$ cat config.mk
export PLATFORM = sky130hd
export DESIGN_NAME = mean_sched_flat
export DESIGN_NICKNAME = d
export VERILOG_FILES = /design/src/rtl/mean_sched_if.sv /design/src/rtl/mean_sched.sv /design/src/flat_wrapper.sv
export SDC_FILE = /design/constraint.sdc
export NUM_CORES = 1
export LEC_CHECK = 0
export CAP_MARGIN = 20
export CORE_MARGIN = 4
export CORE_UTILIZATION = 54
export CTS_CLUSTER_DIAMETER = 80
export DETAILED_ROUTE_END_ITERATION = 16
export PLACE_DENSITY = 0.92
export SETUP_SLACK_MARGIN = 0.3
export SLEW_MARGIN = 20
export SYNTH_ARGS = -nofsm -noshare
export SYNTH_HDL_FRONTEND = slang
export SYNTH_SLANG_ARGS = --single-unit
$ cat constraint.sdc
create_clock -name clk -period 4.1 [get_ports clk]
set_input_delay 0.82 -clock clk [delete_from_list [all_inputs] [get_ports clk]]
set_output_delay 0.82 -clock clk [all_outputs]
set_load 0.05 [all_outputs]
$ cat src/rtl/mean_sched_if.sv
// Request/result handshake bundle for mean_sched: per-channel sample requests and clears
// in, tagged mean results out.
interface mean_sched_if #(
  parameter int NCH = 4,
  parameter int DW  = 8
) ();
  localparam int CW = $clog2(NCH);

  logic [NCH-1:0]    req_valid;
  logic [NCH*DW-1:0] req_data;
  logic [NCH-1:0]    req_ready;
  logic [NCH-1:0]    clr_req;
  logic              res_valid;
  logic              res_ready;
  logic [CW-1:0]     res_ch;
  logic [DW-1:0]     res_data;
  logic              res_warm;

  modport master (
    output req_valid, req_data, clr_req, res_ready,
    input  req_ready, res_valid, res_ch, res_data, res_warm
  );

  modport slave (
    input  req_valid, req_data, clr_req, res_ready,
    output req_ready, res_valid, res_ch, res_data, res_warm
  );
endinterface

$ cat src/rtl/mean_sched.sv
// Round-robin scheduler time-sharing one moving-average engine among NCH sample streams,
// with per-channel window warm-up tracking, clear sequencing and an engine timeout.
module mean_sched #(
  parameter int NCH      = 4,
  parameter int DW       = 8,
  parameter int WIN_LOG2 = 4,
  parameter int TIMEOUT  = 15
) (
  input  logic                    clk,
  input  logic                    rst_n,
  mean_sched_if.slave             bus,
  output logic                    eng_en,
  output logic                    eng_clr,
  output logic [$clog2(NCH)-1:0]  eng_ch,
  output logic [DW-1:0]           eng_in,
  input  logic [DW-1:0]           eng_out,
  input  logic                    eng_out_valid,
  output logic                    err_timeout
);
  localparam int CW = $clog2(NCH);
  localparam int FW = WIN_LOG2 + 1;
  localparam int TW = $clog2(TIMEOUT + 1);
  localparam logic [FW-1:0] FULL   = FW'(2 ** WIN_LOG2);
  localparam logic [TW-1:0] TO_LIM = TW'(TIMEOUT);

  localparam logic [2:0] S_IDLE  = 3'd0;
  localparam logic [2:0] S_ISSUE = 3'd1;
  localparam logic [2:0] S_WAIT  = 3'd2;
  localparam logic [2:0] S_HOLD  = 3'd3;
  localparam logic [2:0] S_CLEAR = 3'd4;

  logic [2:0]     state;
  logic [CW-1:0]  rr_ptr;
  logic [CW-1:0]  cur_ch;
  logic [DW-1:0]  cur_data;
  logic [FW-1:0]  fill [NCH];
  logic [NCH-1:0] clr_pend;
  logic [NCH-1:0] clr_pend_nxt;
  logic [TW-1:0]  wcnt;
  logic [TW-1:0]  wcnt_inc;
  logic           warm_q;
  logic           res_valid_q;
  logic [CW-1:0]  res_ch_q;
  logic [DW-1:0]  res_data_q;
  logic           res_warm_q;
  logic           err_q;

  logic [2*NCH-1:0] vv;
  logic [NCH-1:0]   rot;
  logic [CW-1:0]    off;
  logic             grant_any;
  logic [CW-1:0]    grant_ch;
  logic [CW-1:0]    clr_ch;
  logic             clr_found;

  function automatic logic [CW-1:0] wrap_add(input logic [CW-1:0] a, input logic [CW-1:0] b);
    logic [CW:0] s;
    s = {1'b0, a} + {1'b0, b};
    if (s >= (CW+1)'(NCH)) s = s - (CW+1)'(NCH);
    return s[CW-1:0];
  endfunction

  // Rotate the valid vector so the search always starts at rr_ptr, then map the offset back.
  always_comb begin
    vv        = {bus.req_valid, bus.req_valid};
    rot       = NCH'(vv >> rr_ptr);
    grant_any = 1'b0;
    off       = '0;
    for (int unsigned i = 0; i < NCH; i++) begin
      if (!grant_any && rot[i]) begin
        grant_any = 1'b1;
        off       = CW'(i);
      end
    end
    grant_ch = wrap_add(rr_ptr, off);
  end

  always_comb begin
    clr_found = 1'b0;
    clr_ch    = '0;
    for (int unsigned i = 0; i < NCH; i++) begin
      if (!clr_found && clr_pend[i]) begin
        clr_found = 1'b1;
        clr_ch    = CW'(i);
      end
    end
  end

  // A clear request arriving in the same cycle its channel is serviced stays pending.
  always_comb begin
    clr_pend_nxt = clr_pend | bus.clr_req;
    if (state == S_CLEAR)
      clr_pend_nxt = (clr_pend & ~(NCH'(1) << cur_ch)) | bus.clr_req;
  end

  assign wcnt_inc = wcnt + TW'(1);

  assign bus.req_ready = (rst_n && state == S_IDLE && clr_pend == '0 && grant_any)
                         ? (NCH'(1) << grant_ch) : '0;

  assign eng_en  = (state == S_ISSUE);
  assign eng_clr = (state == S_CLEAR);
  assign eng_ch  = (eng_en || eng_clr) ? cur_ch : '0;
  assign eng_in  = eng_en ? cur_data : '0;

  assign bus.res_valid = res_valid_q;
  assign bus.res_ch    = res_ch_q;
  assign bus.res_data  = res_data_q;
  assign bus.res_warm  = res_warm_q;
  assign err_timeout   = err_q;

  always_ff @(posedge clk) begin
    if (!rst_n) begin
      state       <= S_IDLE;
      rr_ptr      <= '0;
      cur_ch      <= '0;
      cur_data    <= '0;
      clr_pend    <= '0;
      wcnt        <= '0;
      warm_q      <= 1'b0;
      res_valid_q <= 1'b0;
      res_ch_q    <= '0;
      res_data_q  <= '0;
      res_warm_q  <= 1'b0;
      err_q       <= 1'b0;
      for (int unsigned k = 0; k < NCH; k++) fill[k] <= '0;
    end else begin
      clr_pend <= clr_pend_nxt;
      case (state)
        S_IDLE: begin
          if (clr_pend != '0) begin
            cur_ch <= clr_ch;
            state  <= S_CLEAR;
          end else if (grant_any) begin
            cur_ch   <= grant_ch;
            cur_data <= bus.req_data[int'(grant_ch)*DW +: DW];
            state    <= S_ISSUE;
          end
        end
        S_ISSUE: begin
          if (fill[cur_ch] != FULL) fill[cur_ch] <= fill[cur_ch] + FW'(1);
          warm_q <= (fill[cur_ch] >= FULL - FW'(1));
          wcnt   <= '0;
          state  <= S_WAIT;
        end
        S_WAIT: begin
          if (eng_out_valid) begin
            res_data_q  <= eng_out;
            res_ch_q    <= cur_ch;
            res_warm_q  <= warm_q;
            res_valid_q <= 1'b1;
            state       <= S_HOLD;
          end else begin
            wcnt <= wcnt_inc;
            if (wcnt_inc == TO_LIM) begin
              err_q  <= 1'b1;
              rr_ptr <= wrap_add(cur_ch, CW'(1));
              state  <= S_IDLE;
            end
          end
        end
        S_HOLD: begin
          if (bus.res_ready) begin
            res_valid_q <= 1'b0;
            rr_ptr      <= wrap_add(cur_ch, CW'(1));
            state       <= S_IDLE;
          end
        end
        S_CLEAR: begin
          fill[cur_ch] <= '0;
          state        <= S_IDLE;
        end
        default: state <= S_IDLE;
      endcase
    end
  end
endmodule

$ cat src/flat_wrapper.sv
// flat-port wrapper written by rule: the top's interface ports become plain ports
module mean_sched_flat 
#(
  parameter int NCH      = 4,
  parameter int DW       = 8,
  parameter int WIN_LOG2 = 4,
  parameter int TIMEOUT  = 15
)
  (clk, rst_n, eng_en, eng_clr, eng_ch, eng_in, eng_out, eng_out_valid, err_timeout, bus_req_valid, bus_req_data, bus_clr_req, bus_res_ready, bus_req_ready, bus_res_valid, bus_res_ch, bus_res_data, bus_res_warm);
  mean_sched_if #(.NCH(NCH), .DW(DW)) bus_i ();
  input  logic clk;
  input  logic rst_n;
  output logic eng_en;
  output logic eng_clr;
  output logic [$clog2(NCH)-1:0] eng_ch;
  output logic [DW-1:0] eng_in;
  input  logic [DW-1:0] eng_out;
  input  logic eng_out_valid;
  output logic err_timeout;
  input wire logic [$bits(bus_i.req_valid)-1:0] bus_req_valid;
  input wire logic [$bits(bus_i.req_data)-1:0] bus_req_data;
  input wire logic [$bits(bus_i.clr_req)-1:0] bus_clr_req;
  input wire logic [$bits(bus_i.res_ready)-1:0] bus_res_ready;
  output wire logic [$bits(bus_i.req_ready)-1:0] bus_req_ready;
  output wire logic [$bits(bus_i.res_valid)-1:0] bus_res_valid;
  output wire logic [$bits(bus_i.res_ch)-1:0] bus_res_ch;
  output wire logic [$bits(bus_i.res_data)-1:0] bus_res_data;
  output wire logic [$bits(bus_i.res_warm)-1:0] bus_res_warm;
  assign bus_i.req_valid = bus_req_valid;
  assign bus_i.req_data = bus_req_data;
  assign bus_i.clr_req = bus_clr_req;
  assign bus_i.res_ready = bus_res_ready;
  assign bus_req_ready = bus_i.req_ready;
  assign bus_res_valid = bus_i.res_valid;
  assign bus_res_ch = bus_i.res_ch;
  assign bus_res_data = bus_i.res_data;
  assign bus_res_warm = bus_i.res_warm;
  mean_sched #(.NCH(NCH), .DW(DW), .WIN_LOG2(WIN_LOG2), .TIMEOUT(TIMEOUT)) u_core (.clk(clk), .rst_n(rst_n), .bus(bus_i), .eng_en(eng_en), .eng_clr(eng_clr), .eng_ch(eng_ch), .eng_in(eng_in), .eng_out(eng_out), .eng_out_valid(eng_out_valid), .err_timeout(err_timeout));
endmodule
# After elaboration in Yosys (flattened, before gate mapping)
# Memories as Yosys holds them, arrays and structs flattened. A register that Yosys moved wholly into a read port is not among the register bits.
# Cells that the tools add are included.
# totals
regBits,37
n_memories,1
ramBits,20
# op_classes
n_shift,4
muxes,50
add_sub_neg,6
order_cmp,3
n_bitwise,7
reduce_logical,31
eq_ne,12
# mem_list
memory,words,width,read_ports,rd_ports_with_merged_regs,wr,line,rtl
u_core.fill,4,5,1,1,4,mean_sched.sv:36,logic [FW-1:0] fill [NCH];
# op_table
operator,count
indexed part select 32 x 6 -> 8 bit,1
two-way mux 2 bit,15
two-way mux 1 bit,20
two-way mux 3 bit,5
two-way mux 4 bit,3
one-hot mux 3 bit (4 select lines),1
AND reduction 3 bit,4
two-way mux 5 bit,2
logical AND 1 bit,9
two-way mux 8 bit,1
OR 4 bit,2
one-hot mux 4 bit (2 select lines),1
left shift 1 x 2 -> 4 bit (first input constant),2
right shift 8 x 2 -> 4 bit,1
== test 3 x 2 -> 1 bit (second input constant),2
>= comparator 3 bit (second input constant),2
zero test 1 bit,6
!= test 2 bit (second input constant),3
!= test 3 x 2 -> 1 bit (second input constant),2
AND reduction 2 bit,3
nonzero test 2 bit,3
adder 5 x 1 -> 5 bit (second input constant),1
>= comparator 5 x 4 -> 1 bit (second input constant),1
!= test 5 bit (second input constant),1
20 further kinds,22

# Logic depth before layout (Yosys ltp)
# Gate-level depths: netlist (run 1).
# logic_depth
word_depth,18
depth_mapped,11

# Worst setup path before layout (run 1)
# OpenSTA, ideal clock, no wires.
# synth_path
path_kind,input -> output
startpoint,in bus_req_valid[0]
endpoint,out bus_req_ready[0]
path_buffers,1
t_arrival_ns,3.278
required_ns,3.280
path_slack_ns,0.002
cell_stages,7
cell_sequence,buf_2 > or4_1 > o211ai_1 > ha_1 > xnor2_1 > xnor2_1 > nor3b_1
# synth_via
elab_chain_cells,16
elab_cells_between_ends,21
classes_between,add/sub: 2; order compare: 1; shift: 2; mux: 9; reduce/logical: 7
# synth_rtl
element,line,rtl
start: declaration,flat_wrapper.sv:20,input wire logic [$bits(bus_i.req_valid)-1:0] bus_req_valid;
right shift 8 x 2 -> 4 bit *,mean_sched.sv:66,rot = NCH'(vv >> rr_ptr);
two-way mux 1 bit,mean_sched.sv:70,if (!grant_any && rot[i]) begin
zero test 1 bit,mean_sched.sv:70,
logical AND 1 bit,mean_sched.sv:70,
two-way mux 1 bit,mean_sched.sv:70,
zero test 1 bit,mean_sched.sv:70,
logical AND 1 bit,mean_sched.sv:70,
two-way mux 1 bit,mean_sched.sv:70,
zero test 1 bit,mean_sched.sv:70,
logical AND 1 bit,mean_sched.sv:70,
two-way mux 2 bit,mean_sched.sv:70,
adder 2 x 2 -> 3 bit,mean_sched.sv:58,"s = {1'b0, a} + {1'b0, b};"
>= comparator 3 bit or subtractor 2 x 1 -> 2 bit (tied branches),mean_sched.sv:59,if (s >= (CW+1)'(NCH)) s = s - (CW+1)'(NCH);
two-way mux 2 bit,mean_sched.sv:59,
left shift 1 x 2 -> 4 bit,mean_sched.sv:99,? (NCH'(1) << grant_ch) : '0;
two-way mux 4 bit *,mean_sched.sv:99,
end: declaration,flat_wrapper.sv:24,output wire logic [$bits(bus_i.req_ready)-1:0] bus_req_ready;
# Every way passes the cells marked *; elsewhere a longest branch is shown, timed or not.

# Worst setup path in the final report (run 1)
# layout_path
startpoint,in bus_req_valid[1]
endpoint,out bus_req_ready[0]
# The elaborated chain is that of the path after synthesis.

==> results.md, run 1 <==
* Clock Path Buffers at 2
* # fillers at between 400 and 500
* Status: completed
* TritonCTS Buffers at 9
* Hold Path Origin: u_core.bus.res_data[3]$_SDFFE_PN0P_
* Antenna viol nets, final at 0
* Crit path launch type: input port
* Layout Skew at 0.0115 ns
* Power Dens Cells at 328 nW/um^2
* Fraction of layout cells with a size suffix above 1 at 9.87%
* Initial Util at 55.9%
* Layout area overhead at 31.2%
* Non-Filler Instances at 521
* EDFF count, synth at 20
* R2R Setup Slk at 1.38 ns
* Row count at 28
* Final Hold Vio Count at 0
* Core area at 5960 um^2
* Gr usage total at 23.7%
* Total gr overflow at 0
* # H-tree levels at 3
* Worst-Margin Slew at 0.887 ns
* Worst reg2reg path depth at 5
* Synth area leaders: dfxtp_1, edfxtp_1, nor2_1
* Achievable Freq at 272 MHz
* Sequential share of the synthesized area at 41.5%
* VDD IR-drop max at 0.229 mV
* DR iter-0 viols at 149
* Root Buffer: clkbuf_8
* Routed WL at about 8400 um
* Nature of the critical path endpoint: primary output
* Hold Crit Class: flip-flop to flip-flop
* Max-Cap Viols at 0
* Drt drc at 0
* Dpl cells at 505
* Drt pass-1 iters at 4
* Ys async rst share at 0%
* Post-synthesis cell type count at 57
* Synth warnings at 0
* Synthesized instance count at 364
* Clk slew on worst S/H paths at around 0.06 ns
* Syn nets at 426
* Req. time, crit path at 3.28 ns
* Post-layout util at 73.4%
* Die height at 86.6 um
* DIE AREA at 7490 um^2
* Period utilization at between 80% and 90%
* Hold buffer count at cts at 0
* Number of global-route vias before repair at 2981
* Worst Path Arrival at 2.86 ns
* First-pass GRT wire length at 13900 um
* GPL Wtd Cong at 0.903
* Wire length per cell at approximately 16 um
* Hold path cells at 2
* Vias per Instance at a little under 6
* Number of nets in the layout at between 500 and 600
* Overall via count from detail_route at 3041
* Hold EP: u_core.bus.res_data[3]$_SDFFE_PN0P_
* Leading area contributor after synthesis: dfxtp_1
* Flip-flop and latch count after synthesis at 59
* Synth top area share at 23.4%
* Mapped Area at 3330 um^2
* P_leak at 0.00163 uW
* Setup WS post-layout at 0.422 ns
* Crit path max fanout at 7
* Worst r2r dst: u_core.fill[1][0]$_SDFFCE_PN0P_
* Main synth FF type: dfxtp_1
* Initial antenna violation count at 0
* Type of the worst setup path: input port to primary output
* Clk_lat worst skew at around 0.34 ns
* RSZ-0062 raised after global routing: no
* PortBufs at 80
* Detailed placement HPWL at 6220 um
* Die width at 86.6 um
* Largest net degree at the start of global routing at 26
* Ant. Diodes at 0
* I/O pins at 81
* # Post-CTS Setup Buffers at 0
* Final worst path period need at 3.68 ns
* Final setup vio count at 0
* Setup WS pre-CTS at -0.0584 ns
* Mean post-synth cell area at 9.15 um^2
* CTS tree: yes
* Slew margin rel. at slightly above 40%
* Final number of max-transition violations at 0
* Sink Count at slightly below 60
[worst max-delay path: stages]
cell	delay, ns
clkdlybuf4s15_1	0.30
nor2_1	0.11
or4_1	0.42
o211ai_1	0.11
ha_1	0.21
xnor2_2	0.11
xnor2_2	0.31
nor3b_4	0.30
buf_12	0.17
[synth_stat cells (3+ instances only)]
| library cell | count |
|---|---|
| nor2_1 | 50 |
| nand2_1 | 44 |
| dfxtp_1 | 39 |
| a21oi_1 | 27 |
| edfxtp_1 | 20 |
| mux2i_1 | 17 |
| inv_1 | 15 |
| ha_1 | 10 |
| o21ai_0 | 10 |
| a31oi_1 | 9 |
| a211oi_1 | 8 |
| and2_1 | 8 |
| o22a_1 | 8 |
| o22ai_1 | 8 |
| buf_2 | 7 |
| clkbuf_1 | 7 |
| mux4_2 | 5 |
| nand3_1 | 5 |
| nor3_1 | 4 |
| nor3b_1 | 4 |
| buf_6 | 3 |
| nand2b_1 | 3 |
| nand4_1 | 3 |
| nor2b_1 | 3 |
| o211ai_1 | 3 |
| or3_1 | 3 |
| xnor2_1 | 3 |
[layer usage]
layer | wire length [um] | vias up | track usage, %
li1 | - | 1477 | -
met4 | 179 | 0 | 10.8
met5 | 0 | - | 0
met2 | 4110 | 125 | 41.2
met1 | 3410 | 1420 | 27.3
met3 | 735 | 19 | 6.27
[flip-flops by register name, summed over array words and instances (netlist names), named ones only]
signal                cells
u_core.cur_data           8
u_core.cur_ch             2
u_core.wcnt               4
u_core.warm_q             1
u_core.rr_ptr             2
u_core.bus.res_warm       1
u_core.bus.res_data       8
u_core.clr_pend           4
u_core.bus.res_valid      1
u_core.state              3
u_core.err_timeout        1
u_core.fill              20
u_core.bus.res_ch         2
[report_power, final]
part | total, uW | internal, uW | switching, uW
registers | 683 | 646 | 37.2
clock network | 426 | 213 | 213
logic | 325 | 144 | 181
[stage by stage]
stage	power [uW]	setup TNS (ns)	hold WS (ns)	area [um^2]
after floorplan	893	0	0.429	3330
after global placement	995	0	0.439	4190
after detailed placement	1010	-0.0584	0.447	4190
after CTS	1440	0	0.455	4370
after global routing	1500	0	0.490	4370
final	1430	0	0.455	4370
[timing repair]
action,4_1_cts,5_1_grt
setup endpoints to repair,4,3
gates resized for setup,9,4
pin swaps,1,2
[cells in the final DEF, fill, tap and decap left out, types with 4 or more instances in the layout]
cell             netlist  final
a31oi_1                9      9
o21ai_0               10     10
nand3_1                5      5
nor3_1                 4      4
nor2_1                50     50
nand2_1               44     44
ha_1                  10     10
buf_12                 0      4
mux4_2                 5      5
mux2i_1               17     17
and2_1                 8      8
o22a_1                 8      8
clkdlybuf4s50_1        0     72
clkbuf_8               0      9
dfxtp_1               39     39
a21oi_1               27     27
edfxtp_1              20     20
o22ai_1                8      8
a211oi_1               8      8
inv_1                 15     15
buf_4                  0      5
[area by class of cell]
class                           instances  area (um^2)  share of cell area [%]
Inverter                               16         60.1                    1.37
Multi-Input combinational cell        270         1810                    41.5
Sequential cell                        59         1380                    31.6
Tap cell                               75         93.8                    2.15
Timing Repair Buffer                   85          871                    19.9
Clock buffer                           12          135                    3.09
Clock inverter                          4         17.5                   0.401
[cells by family after synthesis]
group,count (synthesis),share of synthesized area (%)
fa+ha+maj,10,3.76
flops,59,41.5
xor+xnor,3,0.789
compound gates,89,17.6
buf+inv,35,5.22
mux,22,8.49
simple gates,146,22.6
[worst max-delay path by stage]
stage	from	end	slack (ns)	depth (start not counted)
2_1_floorplan	bus_req_valid[0]	bus_req_ready[0]	0.002	7
3_3_place_gp	bus_req_valid[2]	bus_req_ready[0]	0.13	8
3_5_place_dp	bus_req_valid[0]	bus_req_ready[0]	-0.06	9
4_1_cts	bus_req_valid[2]	bus_req_ready[0]	0.40	8
5_1_grt	bus_req_valid[1]	bus_req_ready[0]	0.33	9
6_report	bus_req_valid[1]	bus_req_ready[0]	0.42	9
No activity file was read; power rests on OpenSTA's default activity.
==> run 2, diff against run 1 <==
--- a/config.mk
+++ b/config.mk
@@ -7,12 +7,12 @@
 export LEC_CHECK = 0
 export CAP_MARGIN = 20
 export CORE_MARGIN = 4
-export CORE_UTILIZATION = 54
+export CORE_UTILIZATION = 50
 export CTS_CLUSTER_DIAMETER = 80
 export DETAILED_ROUTE_END_ITERATION = 16
-export PLACE_DENSITY = 0.92
+export PLACE_DENSITY = 0.87
 export SETUP_SLACK_MARGIN = 0.3
-export SLEW_MARGIN = 20
+export SLEW_MARGIN = 30
 export SYNTH_ARGS = -nofsm -noshare
 export SYNTH_HDL_FRONTEND = slang
 export SYNTH_SLANG_ARGS = --single-unit
==> constraint.sdc (replaced) <==
create_clock -name clk -period 4.2 [get_ports clk]
set_input_delay 0.84 -clock clk [delete_from_list [all_inputs] [get_ports clk]]
set_output_delay 0.84 -clock clk [all_outputs]
set_load 0.05 [all_outputs]
==> run 2 against run 1 <==
- routed wire length hardly changed
- combinational power decreased by 3%
- clock power up 24%
- sequential power down 2%
- global-route usage down 2.0 points
- critical path type unchanged
- largest power group unchanged
==> results.md, run 2 (same netlist as run 1, synthesis figures left out) <==
* Number of nets in the layout at about 500
* Req. time, crit path at 3.36 ns
* DR iter-0 viols at 140
* Most common cell on crit path: xnor2_2
* I/O pins at 81
* First-pass GRT wire length at between 10000 and 15000 um
* Slew margin rel. at 47.7%
* Met3 GRT Util at 5.75%
* Met2 Usage GRT at 38.4%
* Max FFs per register at 20
* Wire length per cell at 16.1 um
* Final setup vio count at 0
* # fillers at 466
* Initial Util at 51.9%
* Initial antenna violation count at 0
* Achievable Freq at 267 MHz
* TritonCTS Buffers at 9
* Vias per Instance at 5.75
* Setup WS post-layout at around 0.45 ns
* Multi-input logic area at 1820 um^2
* Fraction of layout cells with a size suffix above 1 at between 10% and 20%
* Hold buffer count at cts at 0
* GPL Wtd Cong at 0.863
* Detailed placement HPWL at 6420 um
* Drt drc at 0
* Root Buffer: clkbuf_8
* Layout Skew at 0.00789 ns
* Setup WS pre-CTS at 0.0871 ns
* Die height at 89.6 um
* Nature of the critical path endpoint: primary output
* Reg with most FFs: u_core.fill
* Worst-Margin Slew at about 0.78 ns
* PortBufs at 80
* Total negative slack at 0 ns
* P_leak at 0.00166 uW
* Worst Path Arrival at between 2 and 3 ns
* Total gr overflow at 0
* CP cell instances: dlygate4sd2_1, or4_1, o211ai_1, ha_1, xnor2_2, xnor2_2, nor3b_4, buf_12
* Number of global-route vias before repair at 3006
* Largest net degree at the start of global routing at 26
* Overall via count from detail_route at about 3000
* Most common cell after layout, fill and taps aside: clkdlybuf4s50_1
* Final worst path period need at 3.75 ns
* Layout area overhead at 33.3%
* Clk_lat worst skew at 0.34 ns
* # H-tree levels at 3
* Type of the worst setup path: input port to primary output
* Slowest cell on crit path: or4_1
* Power Dens Cells at 340 nW/um^2
* Die width at 89.6 um
* Gr usage total at 21.8%
* Clk slew on worst S/H paths at 0.07 ns
* Row count at 29
* Gr busiest metal: met2
* Routing usage on met1 at between 20 and 30%
* Clock Path Buffers at 2
* Core area at roughly 6400 um^2
* DIE AREA at 8030 um^2
* Crit path max fanout at 10
* RSZ-0062 raised after global routing: no
* Drt pass-1 iters at 5
* Most frequent cells in the layout: clkdlybuf4s50_1, nor2_1, nand2_1
* Hold Crit Class: flip-flop to flip-flop
* Sink Count at 59
* Final Hold Vio Count at 0
* Antenna viol nets, final at 0
* Register Area at 1380 um^2
* Crit path launch type: input port
* CP peak stage delay at 0.53 ns
* Max-Cap Viols at 0
* CTS tree: yes
* Status: completed
* VDD IR-drop max at between 0.2 and 0.3 mV
* Final number of max-transition violations at 0
* Period utilization at 89.2%
* Routed WL at about 8400 um
* Ant. Diodes at 0
-- run 2: cell types whose count changed in the layout (fill, tap and decap cells not counted), moves of 2 or more --
cell | previous run | this run
dlygate4sd2_1 | 2 | 4
clkbuf_16 | 0 | 2
clkbuf_1 | 3 | 0
clkinv_1 | 2 | 0
clkinv_4 | 0 | 3
-- run 2: path summary, 6_finish.rpt --
| kind | startpoint | endpoint | slack [ns] | depth (start not counted) |
|---|---|---|---|---|
| hold / removal | u_core.bus.res_data[6]$_SDFFE_PN0P_ | u_core.bus.res_data[6]$_SDFFE_PN0P_ | 0.46 | 2 |
| setup reg to reg | u_core.state[0]$_SDFFE_PN0P_ | u_core.fill[3][3]$_DFFE_PP_ | 1.22 | 5 |
| hold reg to reg | u_core.bus.res_data[6]$_SDFFE_PN0P_ | u_core.bus.res_data[6]$_SDFFE_PN0P_ | 0.46 | 2 |
| setup / recovery | bus_req_valid[2] | bus_req_ready[0] | 0.45 | 8 |
-- run 2: repair_timing --
item / 4_1_cts / 5_1_grt
setup endpoints to repair: 4 / 0
buffers inserted: 0 / 0
hold endpoints to repair: 0 / 0
resized for setup: 11 / 0
-- run 2: area by class of cell --
cell class | count | share of cell area (%)
Multi-Input combinational cell | 270 | 40.9
Clock inverter | 5 | 0.902
Clock buffer | 11 | 3.92
Tap cell | 77 | 2.17
Timing Repair Buffer | 85 | 19.7
Inverter | 16 | 1.35
Sequential cell | 59 | 31.1
-- run 2: critical path: cells and delay by family --
family	cells	cell delay, ns
fa+ha+maj	1	0.22
simple gates	2	0.81
compound gates	1	0.11
buf+inv	2	0.49
xor+xnor	2	0.43
-- run 2: report_power, final --
group | leakage (uW) | switching, uW | internal [uW]
clock network | 0.000110 | 239 | 290
logic | 0.00102 | 174 | 139
registers | 0.000527 | 36.6 | 630
-- run 2: per-stage QoR --
stage,hold slack [ns],utilization [%],cell area [um^2],std cells,power [uW]
finish,0.456,69.1,4440,523,1510
global route,0.475,69.1,4440,523,1580
CTS,0.458,69.1,4440,523,1510
detailed placement,0.448,65.3,4190,507,987
global placement,0.438,65.3,4190,507,973
floorplan,0.429,-,3330,364,872
-- run 2: per-layer routing --
metal	vias up	routed length [um]
li1	1481	-
met1	1423	3390
met2	90	4400
met3	15	473
met4	0	161
met5	-	0
==> run 3, diff against run 2 <==
--- a/config.mk
+++ b/config.mk
@@ -6,11 +6,10 @@
 export NUM_CORES = 1
 export LEC_CHECK = 0
 export CAP_MARGIN = 20
-export CORE_MARGIN = 4
 export CORE_UTILIZATION = 50
 export CTS_CLUSTER_DIAMETER = 80
 export DETAILED_ROUTE_END_ITERATION = 16
-export PLACE_DENSITY = 0.87
+export PLACE_DENSITY = 0.81
 export SETUP_SLACK_MARGIN = 0.3
 export SLEW_MARGIN = 30
 export SYNTH_ARGS = -nofsm -noshare
==> run 3 against run 2 <==
- cell count increased by 0.19%
- flip-flop and latch count unchanged
- sequential power about the same
- total power increased by 1.4%
- hold slack got worse by 0.0031 ns
- count of clock-buffer cells in the layout unchanged
- clock power increased by 4.4%
- critical endpoint is now bus_req_ready[1]
- largest power group unchanged
==> results.md, run 3 (same netlist as run 1, synthesis figures left out) <==
* Cell-internal power at about 1100 uW
* First-pass GRT wire length at approximately 14000 um
* DIE AREA at 6990 um^2
* Status: completed
* Layout Skew at 0.00625 ns
* Final Cell Area at 4440 um^2
* Cell class contributing the biggest share of worst-path delay: simple AND/OR/NAND/NOR gates
* GPL Wtd Cong at 0.854
* Clock Power Share at between 30% and 40%
* Post-layout util at 69.6%
* Nature of the critical path endpoint: primary output
* Wire length per cell at 15.6 um
* Crit path max fanout at 10
* Die height at about 84 um
* Switch Pwr at 448 uW
* Type of the worst setup path: input port to primary output
* Final Hold Vio Count at 0
* Total gr overflow at 0
* Final number of max-transition violations at 0
* Req. time, crit path at 3.36 ns
* Root Buffer: clkbuf_8
* Final setup vio count at 0
* CTS tree: yes
* PortBufs at 80
* Sequential power share at 43.5%
* # fillers at 472
* Sw frac at between 20% and 30%
* Layout area overhead at 33.4%
* VDD IR-drop max at 0.265 mV
* Worst Path Arrival at roughly 2.8 ns
* CP cell instances: dlygate4sd2_1, or4_1, o211ai_1, ha_1, xnor2_2, xnor2_2, and4_1, buf_12
* Non-Filler Instances at 524
* Hold Crit Class: flip-flop to flip-flop
* Gr usage total at between 20 and 25%
* Most common cell on crit path: xnor2_2
* Slew margin rel. at 47.4%
* Clk slew on worst S/H paths at approximately 0.070 ns
* Placement Cell Area at 4190 um^2
* Number of nets in the layout at 504
* Vias per Instance at 5.74
* Clk_lat worst skew at 0.35 ns
* CP peak stage delay at 0.52 ns
* Combinational Power Share at 20.5%
* Max-Cap Viols at 0
* Overall via count from detail_route at 3009
* Most frequent cells in the layout: clkdlybuf4s50_1, nor2_1, nand2_1
* Largest net degree at the start of global routing at 26
* Design Power at 1530 uW
* Routed WL at roughly 8000 um
* Achievable Freq at 273 MHz
* TritonCTS Buffers at 9
* Clock Path Buffers at 2
* Reg with most FFs: u_core.fill
* Die width at about 84 um
* Total negative slack at 0 ns
* Dpl cells at 506
* Slowest cell on crit path: or4_1
* Initial Util at 52.2%
* Max FFs per register at 20
* Most common cell after layout, fill and taps aside: clkdlybuf4s50_1
* RSZ-0062 raised after global routing: no
* Worst-Margin Slew at ~0.78 ns
* Number of global-route vias before repair at 2883
* Drt drc at 0
* Power Dens Cells at approximately 340 nW/um^2
* Drt pass-1 iters at 4
* I/O pins at 81
* Ant. Diodes at 0
* WP buf/inv at 2
* P_leak at 0.00167 uW
* Period utilization at between 80 and 90%
* Sink Count at slightly below 60
* Detailed placement HPWL at 6010 um
* DR iter-0 viols at 151
* # H-tree levels at 3
* Crit path launch type: input port
* Final worst path period need at 3.67 ns
* Row count at 29
* Fraction of layout cells with a size suffix above 1 at a little over a tenth
* Initial antenna violation count at 0
* Antenna viol nets, final at 0
* Core area at 6390 um^2
run 3: power by group through the flow:
stage                     registers, uW  logic [uW]  clock network (uW)
after floorplan                     671         201                   0
after global placement              675         298                   0
after detailed placement            677         307                   0
after CTS                           665         311                 555
after global routing                669         342                 582
final                               665         313                 551
run 3: final timing paths:
| kind | from | end | slack [ns] | depth (start not counted) |
|---|---|---|---|---|
| setup / recovery | bus_req_valid[2] | bus_req_ready[1] | 0.53 | 8 |
| hold / removal | u_core.bus.res_data[1]$_SDFFE_PN0P_ | u_core.bus.res_data[1]$_SDFFE_PN0P_ | 0.45 | 2 |
| setup reg to reg | u_core.state[0]$_SDFFE_PN0P_ | u_core.fill[3][1]$_DFFE_PP_ | 1.53 | 4 |
| hold reg to reg | u_core.bus.res_data[1]$_SDFFE_PN0P_ | u_core.bus.res_data[1]$_SDFFE_PN0P_ | 0.45 | 2 |
run 3: cell type report:
class	instances	area [um^2]	share of cell area, %
Clock buffer	11	153	3.43
Clock inverter	5	57.6	1.30
Inverter	16	60.1	1.35
Multi-Input combinational cell	270	1810	40.7
Sequential cell	59	1380	31.1
Tap cell	77	96.3	2.17
Timing Repair Buffer	86	888	20.0
run 3: layer usage:
| metal | part of all wire [%] | global-route usage, % | wire (um) | vias up |
|---|---|---|---|---|
| met4 | 1.6 | 8.63 | 130 | 0 |
| met5 | 0 | 0 | 0 | - |
| met2 | 51 | 41.4 | 4120 | 70 |
| li1 | - | - | - | 1479 |
| met3 | 4.8 | 6.82 | 395 | 15 |
| met1 | 43 | 29.1 | 3510 | 1445 |
run 3: worst min-delay path, cell delays in order (launching register included):
cell     delay (ns)
dfxtp_1        0.31
nand2_1        0.05
a21oi_1        0.05
run 3: per-stage QoR:
step | worst slack [ns] | hold slack [ns]
floorplan | 0.0618 | 0.429
global placement | 0.159 | 0.443
detailed placement | 0.0588 | 0.446
CTS | 0.293 | 0.456
global route | 0.396 | 0.485
finish | 0.532 | 0.453
run 3: timing repair:
item,in CTS,in global routing
setup buffers,1,1
gates resized for setup,7,2
endpoints found under the hold margin,0,0
pin swaps,1,1
endpoints found under the setup margin,4,4
hold buffers,0,0
cloned,0,0
